$ cat config.mk
export PLATFORM = sky130hd
export DESIGN_NAME = packet_sorter
export DESIGN_NICKNAME = d
export VERILOG_FILES = /design/src/rtl/packet_sorter.sv
export SDC_FILE = /design/constraint.sdc
export NUM_CORES = 1
export LEC_CHECK = 0
export ABC_CLOCK_PERIOD_IN_PS = 7570
export CAP_MARGIN = 25
export CORE_AREA = 2 2 230 289
export DETAILED_ROUTE_END_ITERATION = 6
export DIE_AREA = 0 0 232 291
export HOLD_SLACK_MARGIN = 0.12
export PLACE_DENSITY_LB_ADDON = 0.3
export SKIP_CTS_REPAIR_TIMING = 1
export SKIP_LAST_GASP = 1
export SLEW_MARGIN = 20
export SYNTH_ARGS = -nofsm -noshare
export SYNTH_HDL_FRONTEND = slang
export SYNTH_SLANG_ARGS = --single-unit
$ cat constraint.sdc
create_clock -name clk_pixel -period 7.57 [get_ports clk_pixel]
set_input_delay 1.514 -clock clk_pixel [delete_from_list [all_inputs] [get_ports clk_pixel]]
set_output_delay 1.514 -clock clk_pixel [all_outputs]
set_load 0.03 [all_outputs]
$ cat src/rtl/packet_sorter.sv
// Purpose : routes decoded HDMI data-island packets (ACR -> N/CTS, audio sample -> stereo FIFO, AVI -> VIC).
// Latency : ACR/AVI results at the sampling edge T; audio slot i staged at T+1+i, FIFO head visible after T+2+i.
// Backpress: audio_sample_valid/ready on the FIFO head; entries that find the FIFO full are dropped and counted.
//
// Ports:
//   clk_pixel, reset_n                  - pixel clock, async active-low reset
//   packet_valid, packet_ecc_ok         - packet strobe and its ECC qualifier
//   header[23:0], sub[223:0]            - HB0..HB2 and four 56-bit subpackets
//   audio_sample_word/_block_start      - FIFO head {right,left} and IEC60958 B flag (zero while empty)
//   audio_sample_valid/_ready           - FIFO head handshake
//   acr_n, acr_cts, acr_update          - last ACR values and capture pulse
//   vic, avi_valid                      - last checksum-verified AVI VIC, sticky valid
//   overflow_count, ecc_error_count     - saturating event counters
module packet_sorter #(
    parameter int AUDIO_BIT_WIDTH = 16,
    parameter int FIFO_DEPTH      = 8
) (
    input  logic                           clk_pixel,
    input  logic                           reset_n,
    input  logic                           packet_valid,
    input  logic                           packet_ecc_ok,
    input  logic [23:0]                    header,
    input  logic [223:0]                   sub,
    output logic [2*AUDIO_BIT_WIDTH-1:0]   audio_sample_word,
    output logic                           audio_sample_block_start,
    output logic                           audio_sample_valid,
    input  logic                           audio_sample_ready,
    output logic [19:0]                    acr_n,
    output logic [19:0]                    acr_cts,
    output logic                           acr_update,
    output logic [6:0]                     vic,
    output logic                           avi_valid,
    output logic [7:0]                     overflow_count,
    output logic [7:0]                     ecc_error_count
);

    localparam int W  = AUDIO_BIT_WIDTH;
    localparam int EW = 2 * W + 1;
    localparam int AW = $clog2(FIFO_DEPTH);

    typedef enum logic {S_IDLE, S_UNPACK} state_t;

    // ------------------------------------------------------------------
    // Packet classification
    // ------------------------------------------------------------------
    logic       w_pkt_ok;
    logic       w_is_acr;
    logic       w_is_avi;
    logic       w_aud_start;
    logic [7:0] w_csum;

    assign w_pkt_ok    = packet_valid & packet_ecc_ok;
    assign w_is_acr    = w_pkt_ok && (header[7:0] == 8'h01);
    assign w_is_avi    = w_pkt_ok && (header[7:0] == 8'h82);
    // HB1[4] selects layout 1 (multichannel), which this sink does not handle.
    assign w_aud_start = w_pkt_ok && (header[7:0] == 8'h02) && !header[12];

    // AVI checksum: three header bytes plus PB0..PB27 (sub bytes 0..27), mod 256.
    always_comb begin
        w_csum = header[7:0] + header[15:8] + header[23:16];
        for (int j = 0; j < 28; j++) begin
            w_csum = w_csum + sub[8*j +: 8];
        end
    end

    // ------------------------------------------------------------------
    // ACR / AVI / ECC registers
    // ------------------------------------------------------------------
    logic [19:0] r_acr_n;
    logic [19:0] r_acr_cts;
    logic        r_acr_upd;
    logic [6:0]  r_vic;
    logic        r_avi_vld;
    logic [7:0]  r_ecc_cnt;

    always_ff @(posedge clk_pixel or negedge reset_n) begin
        if (!reset_n) begin
            r_acr_n   <= '0;
            r_acr_cts <= '0;
            r_acr_upd <= 1'b0;
            r_vic     <= '0;
            r_avi_vld <= 1'b0;
            r_ecc_cnt <= '0;
        end else begin
            r_acr_upd <= w_is_acr;
            if (w_is_acr) begin
                r_acr_cts <= {sub[11:8], sub[23:16], sub[31:24]};
                r_acr_n   <= {sub[35:32], sub[47:40], sub[55:48]};
            end
            if (w_is_avi && (w_csum == 8'h00)) begin
                r_vic     <= sub[38:32];
                r_avi_vld <= 1'b1;
            end
            if (packet_valid && !packet_ecc_ok && (r_ecc_cnt != 8'hFF)) begin
                r_ecc_cnt <= r_ecc_cnt + 8'd1;
            end
        end
    end

    // ------------------------------------------------------------------
    // Audio unpack FSM
    // ------------------------------------------------------------------
    state_t         r_state;
    state_t         w_state_nxt;
    logic [1:0]     r_slot;
    logic [3:0]     r_present;
    logic [7:0]     r_hb2;
    logic [223:0]   r_sub;
    logic           w_unpacking;
    logic           w_slot_push;
    logic [3:0]     w_rest;
    logic [2:0]     w_abandon_cnt;

    always_ff @(posedge clk_pixel or negedge reset_n) begin
        if (!reset_n) begin
            r_state <= S_IDLE;
        end else begin
            r_state <= w_state_nxt;
        end
    end

    always_comb begin
        w_state_nxt = r_state;
        if (w_aud_start) begin
            w_state_nxt = S_UNPACK;
        end else if ((r_state == S_UNPACK) && (r_slot == 2'd3)) begin
            w_state_nxt = S_IDLE;
        end
    end

    always_comb begin
        w_unpacking   = (r_state == S_UNPACK);
        w_slot_push   = w_unpacking & r_present[r_slot];
        // The current slot is still processed on a restart edge; only the
        // slots above it are abandoned.
        w_rest        = r_present & (4'b1110 << r_slot);
        w_abandon_cnt = 3'd0;
        if (w_unpacking && w_aud_start) begin
            w_abandon_cnt = {2'b0, w_rest[0]} + {2'b0, w_rest[1]}
                          + {2'b0, w_rest[2]} + {2'b0, w_rest[3]};
        end
    end

    always_ff @(posedge clk_pixel or negedge reset_n) begin
        if (!reset_n) begin
            r_slot    <= '0;
            r_present <= '0;
            r_hb2     <= '0;
            r_sub     <= '0;
        end else if (w_aud_start) begin
            r_slot    <= '0;
            r_present <= header[11:8];
            r_hb2     <= header[23:16];
            r_sub     <= sub;
        end else if (w_unpacking) begin
            r_slot    <= r_slot + 2'd1;
        end
    end

    // Slot extraction: 24-bit MSB-aligned left/right fields, low bits discarded.
    logic [55:0]  w_sp;
    logic [W-1:0] w_left;
    logic [W-1:0] w_right;
    logic         w_flat;
    logic         w_bflag;
    logic         w_unused;

    assign w_sp     = r_sub[56*r_slot +: 56];
    assign w_flat   = r_hb2[{1'b0, r_slot}];
    assign w_bflag  = r_hb2[{1'b1, r_slot}];
    assign w_left   = w_flat ? '0 : w_sp[23 -: W];
    assign w_right  = w_flat ? '0 : w_sp[47 -: W];
    assign w_unused = ^w_sp;

    // One-entry staging register between the slot walker and the FIFO.
    logic          r_stg_vld;
    logic [EW-1:0] r_stg_dat;

    always_ff @(posedge clk_pixel or negedge reset_n) begin
        if (!reset_n) begin
            r_stg_vld <= 1'b0;
            r_stg_dat <= '0;
        end else begin
            r_stg_vld <= w_slot_push;
            if (w_slot_push) begin
                r_stg_dat <= {w_bflag, w_right, w_left};
            end
        end
    end

    // ------------------------------------------------------------------
    // Sample FIFO (first-word-fall-through, extra pointer bit for full)
    // ------------------------------------------------------------------
    logic [EW-1:0] r_mem [FIFO_DEPTH];
    logic [AW:0]   r_wr_ptr;
    logic [AW:0]   r_rd_ptr;
    logic          w_empty;
    logic          w_full;
    logic          w_pop;
    logic          w_wr_ok;
    logic          w_drop;
    logic [EW-1:0] w_head;
    logic [8:0]    w_ovf_sum;
    logic [7:0]    r_ovf_cnt;

    assign w_empty = (r_wr_ptr == r_rd_ptr);
    assign w_full  = (r_wr_ptr[AW] != r_rd_ptr[AW]) &&
                     (r_wr_ptr[AW-1:0] == r_rd_ptr[AW-1:0]);
    assign w_pop   = !w_empty && audio_sample_ready;
    assign w_wr_ok = r_stg_vld && (!w_full || w_pop);
    assign w_drop  = r_stg_vld && !w_wr_ok;
    assign w_head  = r_mem[r_rd_ptr[AW-1:0]];

    always_ff @(posedge clk_pixel) begin
        if (w_wr_ok) begin
            r_mem[r_wr_ptr[AW-1:0]] <= r_stg_dat;
        end
    end

    always_ff @(posedge clk_pixel or negedge reset_n) begin
        if (!reset_n) begin
            r_wr_ptr <= '0;
            r_rd_ptr <= '0;
        end else begin
            if (w_wr_ok) r_wr_ptr <= r_wr_ptr + {{AW{1'b0}}, 1'b1};
            if (w_pop)   r_rd_ptr <= r_rd_ptr + {{AW{1'b0}}, 1'b1};
        end
    end

    // A full-FIFO drop and abandoned slots of a restarted packet can coincide.
    assign w_ovf_sum = {1'b0, r_ovf_cnt} + {8'b0, w_drop} + {6'b0, w_abandon_cnt};

    always_ff @(posedge clk_pixel or negedge reset_n) begin
        if (!reset_n) begin
            r_ovf_cnt <= '0;
        end else begin
            r_ovf_cnt <= w_ovf_sum[8] ? 8'hFF : w_ovf_sum[7:0];
        end
    end

    // ------------------------------------------------------------------
    // Outputs
    // ------------------------------------------------------------------
    assign audio_sample_valid       = !w_empty;
    assign audio_sample_word        = w_empty ? '0   : w_head[2*W-1:0];
    assign audio_sample_block_start = w_empty ? 1'b0 : w_head[EW-1];
    assign acr_n                    = r_acr_n;
    assign acr_cts                  = r_acr_cts;
    assign acr_update               = r_acr_upd;
    assign vic                      = r_vic;
    assign avi_valid                = r_avi_vld;
    assign overflow_count           = r_ovf_cnt;
    assign ecc_error_count          = r_ecc_cnt;

endmodule

==> flow_summary.json, run 1 <==
{
  "status": "finished with violations",
  "violations": "negative setup slack",
  "core_um2": 65000,
  "route.detailed.drc": 0,
  "cts_tree": "built",
  "rr_endpoint": "overflow_count[2]$_DFF_PN0_",
  "hold_end": "r_sub[203]$_DFFE_PN0P_",
  "wire_per_inst_um": 22.6,
  "r2r_slack_ns": 3.83,
  "wirelength_mm": 74.7,
  "grt_max_degree": 133,
  "synthFlopType": "edfxtp_1",
  "synth_area_um2": 25700,
  "ys_seq_elements": 514,
  "rows": 105,
  "comb_power_share_pct": 68.0,
  "dr.pass1.iters": 5,
  "crit_top_cell": "fa_1",
  "drive_above_1_share_pct": 17.0,
  "synthToLayoutAreaGrowth_pct": 29.0,
  "rsz0062_at_grt": "true",
  "clk_pin_slew_worst_paths_ns": 0.06,
  "post-place-ws_ns": -0.878,
  "holdCritPathClass": "register to register",
  "cp_slowest_cell": "fa_1",
  "crit_path_cell_trace": "clkdlybuf4s50_1, fa_1, inv_2, fa_1, fa_1, fa_2, fa_1, fa_1, fa_1, fa_1, inv_2, ha_4, a21oi_4, o21bai_1, a21oi_2, xnor3_1, xnor2_2, nor4_4, buf_12, mux2_4",
  "io_pins": 352,
  "p_per_area_nw_per_um2": 525,
  "cts_buffers": 49,
  "synth-edff-count": 264,
  "ir_worst_vdd_mv": 2.26,
  "ys_types": 38,
  "post-dp-hpwl_mm": 57.1,
  "die_w_um": 232,
  "power_frac_clock_pct": 14.1,
  "drtIter0Drc": 918,
  "regToRegStartpoint": "r_slot[1]$_DFFE_PN0P_",
  "track_usage_pct": 22.6,
  "overflow": 0,
  "grt_pass1_vias": 18000,
  "crit_required_ns": 8.05,
  "clk_latency_ns": 0.61,
  "initial_core_util_pct": 39.5,
  "layout_setup_ws_ns": -0.0920,
  "clock_tree.root_cell": "clkbuf_16",
  "fin_setup_tns_ns": -0.595,
  "p_leak_uw": 0.0146,
  "vias": 16200,
  "postSynthCellCount": 1951,
  "avgSynthCellArea_um2": 13.2,
  "cap_violations": 0,
  "period_share_pct": 101,
  "finClkSkew_ns": 0.0246,
  "period_needed_ns": 7.66,
  "max_stage_delay_ns": 0.60,
  "cts_max_level": 2,
  "min_delay_path_depth": 2,
  "hp-start": "r_sub[203]$_DFFE_PN0P_",
  "max_freq_mhz": 131,
  "io_buffers": 351,
  "place.gp.congestion": 0.921,
  "relSlewSlack_pct": 32.0,
  "grt_pass1_wl_mm": 113,
  "endpoint_kind": "register",
  "hold_viol": 0,
  "holdWs_ns": 0.466,
  "cts.path.max_buffers": 3,
  "cp.arrival_ns": 8.14,
  "routed_via_density": 4.90,
  "finalCoreUtilization_pct": 51.0,
  "p_total_uw": 17400,
  "die_h_um": 291,
  "seq_area_frac_synth_pct": 55.2,
  "tightest_slew_ns": 1.02,
  "nNetsFinal": 2883,
  "switching_share_pct": 40.0,
  "final_antenna_net_count": 0,
  "slew_viol_final": 0,
  "nFillCells": 5647,
  "dieArea_um2": 67500,
  "pwr-share-seq_pct": 17.9,
  "grt_antenna_before_repair": 16,
  "yosys_warnings": 0,
  "reg2reg_depth": 12,
  "critical_path_class": "input port to register",
  "switchingPower_uw": 6960,
  "setup_viol": 7,
  "async_flop_share_pct": 48.6,
  "syn_nets": 2418,
  "start_kind": "input port",
  "internal_power_uw": 10400,
  "cts_sinks": 514,
  "worstPathMaxFanout": 8
}
## state kept, by name, summed over array words and instances (netlist names), 2 cells and up
name	count
r_rd_ptr	4
r_hb2	8
overflow_count	8
r_wr_ptr	4
vic	7
acr_cts	20
ecc_error_count	8
r_stg_dat	33
r_sub	128
r_slot	2
r_present	4
r_mem	264
acr_n	20
## cell usage in the layout (no fill, tap or decap), types with 4 or more instances in the layout
cell type        Yosys  layout
fa_1               180     152
a21oi_1              6       4
edfxtp_1           264     264
mux2i_1             34      34
inv_1              156     132
inv_2                0      24
nand2_1            581     580
mux2_4               0       7
clkinv_2             0       6
clkinv_1             0      13
buf_6                0       5
fa_2                 0      28
and3_1               4       4
buf_4                0     141
nor2_1              50      44
nor2b_1              5       4
bufinv_16            0       4
xor2_1              13      13
clkbuf_16            0      49
dlymetal6s2s_1       0      99
dfrtp_1            250     246
nand2b_1            37      37
mux4_2             101     101
clkbuf_1            72       7
o21ai_0             37      37
clkbuf_2             0       9
nand3_1             10       9
xnor2_1             68      67
nor2_2               0       6
clkdlybuf4s50_1      0     238
ha_1                34      31
## per-stage QoR
stage / cell area [µm²] / instances
floorplan: 25700 / 1951
finish: 33100 / 3312
global placement: 31200 / 3220
global route: 33100 / 3312
CTS: 32800 / 3309
detailed placement: 31200 / 3220
## critical path: cells and delay by family
kind	cells	cell delay [ns]
buffers and inverters	4	0.72
xor gates and xnor gates	2	0.52
AOI/OAI and AO/OA	3	0.39
muxes	1	0.30
adders and majority gates	9	4.33
and+or+nand+nor	1	0.36
## power by group through the flow
stage | Clock, µW | Combinational [µW] | Sequential, µW
after global placement | 0 | 10600 | 3180
after floorplan | 0 | 7530 | 3100
final | 2450 | 11800 | 3120
after global routing | 2610 | 12900 | 3140
after CTS | 2510 | 10900 | 3130
after detailed placement | 0 | 10700 | 3180
## cell usage after synthesis (all sizes together) (3+ instances only)
| library cell | count | area share (%) |
|---|---|---|
| o21ai | 37 | 0.72 |
| clkbuf | 72 | 1.1 |
| nand2 | 581 | 8.5 |
| a21oi | 6 | 0.12 |
| xnor2 | 68 | 2.3 |
| nor2 | 50 | 0.73 |
| nor2b | 5 | 0.12 |
| a21o | 3 | 0.088 |
| inv | 156 | 2.3 |
| buf | 12 | 0.18 |
| xor2 | 13 | 0.44 |
| fa | 180 | 14 |
| mux2 | 10 | 0.44 |
| nand3 | 10 | 0.19 |
| nand2b | 37 | 0.90 |
| nor3 | 4 | 0.078 |
| edfxtp | 264 | 31 |
| and3 | 4 | 0.097 |
| and2 | 3 | 0.073 |
| dfrtp | 250 | 24 |
| mux2i | 34 | 1.3 |
| ha | 34 | 1.7 |
| mux4 | 101 | 8.9 |
## final cells by class
class | instances | area (µm²) | area share, %
inverter | 156 | 586 | 1.77
clock buffer | 59 | 1290 | 3.90
sequential | 514 | 14200 | 42.8
clock inverter | 30 | 310 | 0.936
tap | 856 | 1070 | 3.23
multi-input combinational | 1197 | 10800 | 32.6
antenna | 2 | 5.00 | 0.0151
timing repair buffer | 498 | 4880 | 14.7
## logic make-up after synthesis
family,synth area share [%]
multiplexers,10.6
flip-flops,55.2
buffers and inverters,3.51
adder cells (fa/ha/maj),15.7
AO/OA/AOI/OAI,1.10
AND/OR/NAND/NOR,11.0
XOR/XNOR,2.85
## worst max-delay path by stage
stage | to | slack, ns | start
finish | vic[0]$_DFFE_PN0P_ | -0.09 | sub[172]
global route | vic[0]$_DFFE_PN0P_ | -0.21 | sub[74]
CTS | vic[0]$_DFFE_PN0P_ | -0.26 | sub[171]
detailed placement | vic[2]$_DFFE_PN0P_ | -0.88 | sub[171]
global placement | vic[1]$_DFFE_PN0P_ | -0.85 | sub[171]
floorplan | vic[0]$_DFFE_PN0P_ | -0.10 | sub[99]
## metal layers
| metal | wire (µm) | vias to the layer above | share of wire [%] | global-route usage [%] |
|---|---|---|---|---|
| li1 | - | 7352 | - | - |
| met1 | 28700 | 8261 | 38 | 27.5 |
| met2 | 38900 | 477 | 52 | 40.1 |
| met3 | 4580 | 127 | 6.1 | 5.10 |
| met4 | 2320 | 26 | 3.1 | 6.41 |
| met5 | 163 | - | 0.22 | 0 |
Power figures use the tool's default switching activity.
==> run 2, diff against run 1 <==
CORE_AREA = 2 2 217 273   (was 2 2 230 289)
DIE_AREA = 0 0 219 275   (was 0 0 232 291)
RECOVER_POWER = 25   (was not set)
SKIP_CTS_REPAIR_TIMING = not set   (was 1)
==> flow_summary.json, run 2 (synthesis gave the netlist of run 1 again) <==
{
  "endpoint_kind": "register",
  "critical_path_class": "input port to register",
  "max_freq_mhz": 134,
  "nNetsFinal": 2862,
  "route.detailed.drc": 0,
  "vias": 16400,
  "relSlewSlack_pct": 38.0,
  "status": "finished, final reports clean",
  "io_pins": 352,
  "max_stage_delay_ns": 0.59,
  "r2r_slack_ns": 3.33,
  "dr.pass1.iters": 5,
  "cp_num_buf_inv": 4,
  "track_usage_pct": 25.0,
  "initial_core_util_pct": 44.5,
  "grt_antenna_before_repair": 16,
  "rows": 99,
  "slew_viol_final": 0,
  "crit_top_cell": "fa_1",
  "pwr-share-seq_pct": 18.8,
  "hp-start": "r_hb2[3]$_DFFE_PN0P_",
  "hold_end": "r_hb2[3]$_DFFE_PN0P_",
  "use_met3_pct": 5.56,
  "core_um2": 57700,
  "cap_violations": 0,
  "dieArea_um2": 60200,
  "rsz0062_at_grt": "true",
  "p_per_area_nw_per_um2": 518,
  "path_depth": 20,
  "setup_viol": 0,
  "min_delay_path_depth": 2,
  "post-place-ws_ns": -0.789,
  "io_buffers": 351,
  "tightest_slew_ns": 0.929,
  "die_h_um": 275,
  "internal_power_uw": 10300,
  "cp_slowest_cell": "fa_1",
  "cp.arrival_ns": 7.96,
  "multi_input_area_um2": 10800,
  "clk_latency_ns": 0.61,
  "p_leak_uw": 0.0144,
  "wirelength_mm": 73.6,
  "layout.cells.most_common": "nand2_1",
  "grt_pass1_wl_mm": 110,
  "met2_usage_pct": 44.6,
  "start_kind": "input port",
  "cts_hold_buffers": 0,
  "post-dp-hpwl_mm": 56.0,
  "clk_pin_slew_worst_paths_ns": 0.07,
  "worstPathMaxFanout": 8,
  "drtIter0Drc": 913,
  "finClkSkew_ns": 0.0316,
  "ir_worst_vdd_mv": 2.41,
  "cp_top_family": "adder cells",
  "top_usage_layer": "met2",
  "clock_tree.root_cell": "clkbuf_16",
  "fin_setup_tns_ns": 0,
  "nFillCells": 4747,
  "cts_max_level": 2,
  "hold_viol": 0,
  "wire_per_inst_um": 23.0,
  "cts_tree": "built",
  "synthToLayoutAreaGrowth_pct": 28.2,
  "period_needed_ns": 7.49,
  "regToRegStartpoint": "r_slot[1]$_DFFE_PN0P_",
  "layout_common_cells": "580 x nand2_1, 264 x edfxtp_1, 246 x dfrtp_1",
  "crit_required_ns": 8.04,
  "regArea_um2": 14200,
  "holdCritPathClass": "register to register",
  "grt_pass1_vias": 17800,
  "place.gp.congestion": 0.978,
  "final_antenna_net_count": 0,
  "post_dp_cell_area_um2": 30900,
  "reg2reg_depth": 12,
  "met1_usage_pct": 30.3,
  "period_share_pct": 98.9,
  "switching_share_pct": 39.5,
  "die_w_um": 219,
  "largest_reg_flops": 264,
  "power_frac_clock_pct": 14.9,
  "crit_path_cell_trace": "clkdlybuf4s50_1, fa_1, inv_1, fa_1, fa_1, fa_1, fa_1, fa_1, fa_1, fa_1, inv_1, ha_1, a21oi_2, o21bai_1, a21oi_1, xnor3_1, xnor2_2, nor4_4, buf_12, mux2_4",
  "layout_setup_ws_ns": 0.0808,
  "cts.path.max_buffers": 3,
  "stdcell_area_um2": 32900,
  "overflow": 0,
  "cts_sinks": 514,
  "holdWs_ns": 0.469,
  "switchingPower_uw": 6730,
  "comb_power_share_pct": 66.4,
  "cts_buffers": 50,
  "rr_endpoint": "overflow_count[7]$_DFF_PN0_",
  "grt_max_degree": 143,
  "drive_above_1_share_pct": 16.9,
  "routed_via_density": 5.12
}
-- run 2: cell count changes in the layout (fill, tap and decap cells not counted), sizes merged, moves of 2 or more --
cell           before  now
buf               152  126
diode               2    4
clkdlybuf4s15       0    6
clkinvlp            3    8
clkbuf             68   73
dlymetal6s2s       99   83
dlygate4sd2         0   24
clkdlybuf4s50     238  234
bufinv              4    1
clkinv             22   15
-- run 2: worst max path at each step --
stage | from | to
floorplan | sub[99] | vic[0]$_DFFE_PN0P_
global placement | sub[3] | vic[1]$_DFFE_PN0P_
detailed placement | sub[171] | vic[2]$_DFFE_PN0P_
CTS | sub[178] | vic[5]$_DFFE_PN0P_
global route | sub[33] | vic[5]$_DFFE_PN0P_
finish | sub[68] | vic[5]$_DFFE_PN0P_
-- run 2: area by class of cell --
cell class	count	area share (%)
Clock buffer	70	4.49
Timing Repair Buffer	476	14.2
Inverter	156	1.78
Tap cell	757	2.88
Sequential cell	514	43.1
Antenna cell	4	0.0304
Multi-Input combinational cell	1197	32.8
Clock inverter	24	0.711
-- run 2: metrics by stage --
step	total power, µW	utilization (%)	cells
after floorplan	10600	-	1951
after global placement	13600	53.5	3099
after detailed placement	13800	53.5	3099
after CTS	16700	56.5	3194
after global routing	18300	57.0	3195
final	17000	57.0	3198
-- run 2: routing by layer --
metal  wire, µm  up-vias
met3       4510      120
met2      38200      517
met5        135        -
met4       2540       22
li1           -     7322
met1      28300     8404
-- run 2: power by group through the flow --
stage	Sequential, µW	Combinational, µW	Clock (µW)
2_1_floorplan	3100	7530	0
3_3_place_gp	3270	10300	0
3_5_place_dp	3270	10500	0
4_1_cts	3220	11000	2570
5_1_grt	3230	12400	2690
6_report	3200	11300	2530
-- run 2: tightest hold or removal path: cells and delay by family (launching register included) --
family	cells	cell delay (ns)
AND/OR/NAND/NOR	2	0.10
flip-flops	1	0.34
-- run 2: timing repair --
action,CTS,global route
setup endpoints to repair,7,7
resized for setup,55,140
buffers inserted,1,1
gates cloned,0,0
pin swaps,16,72
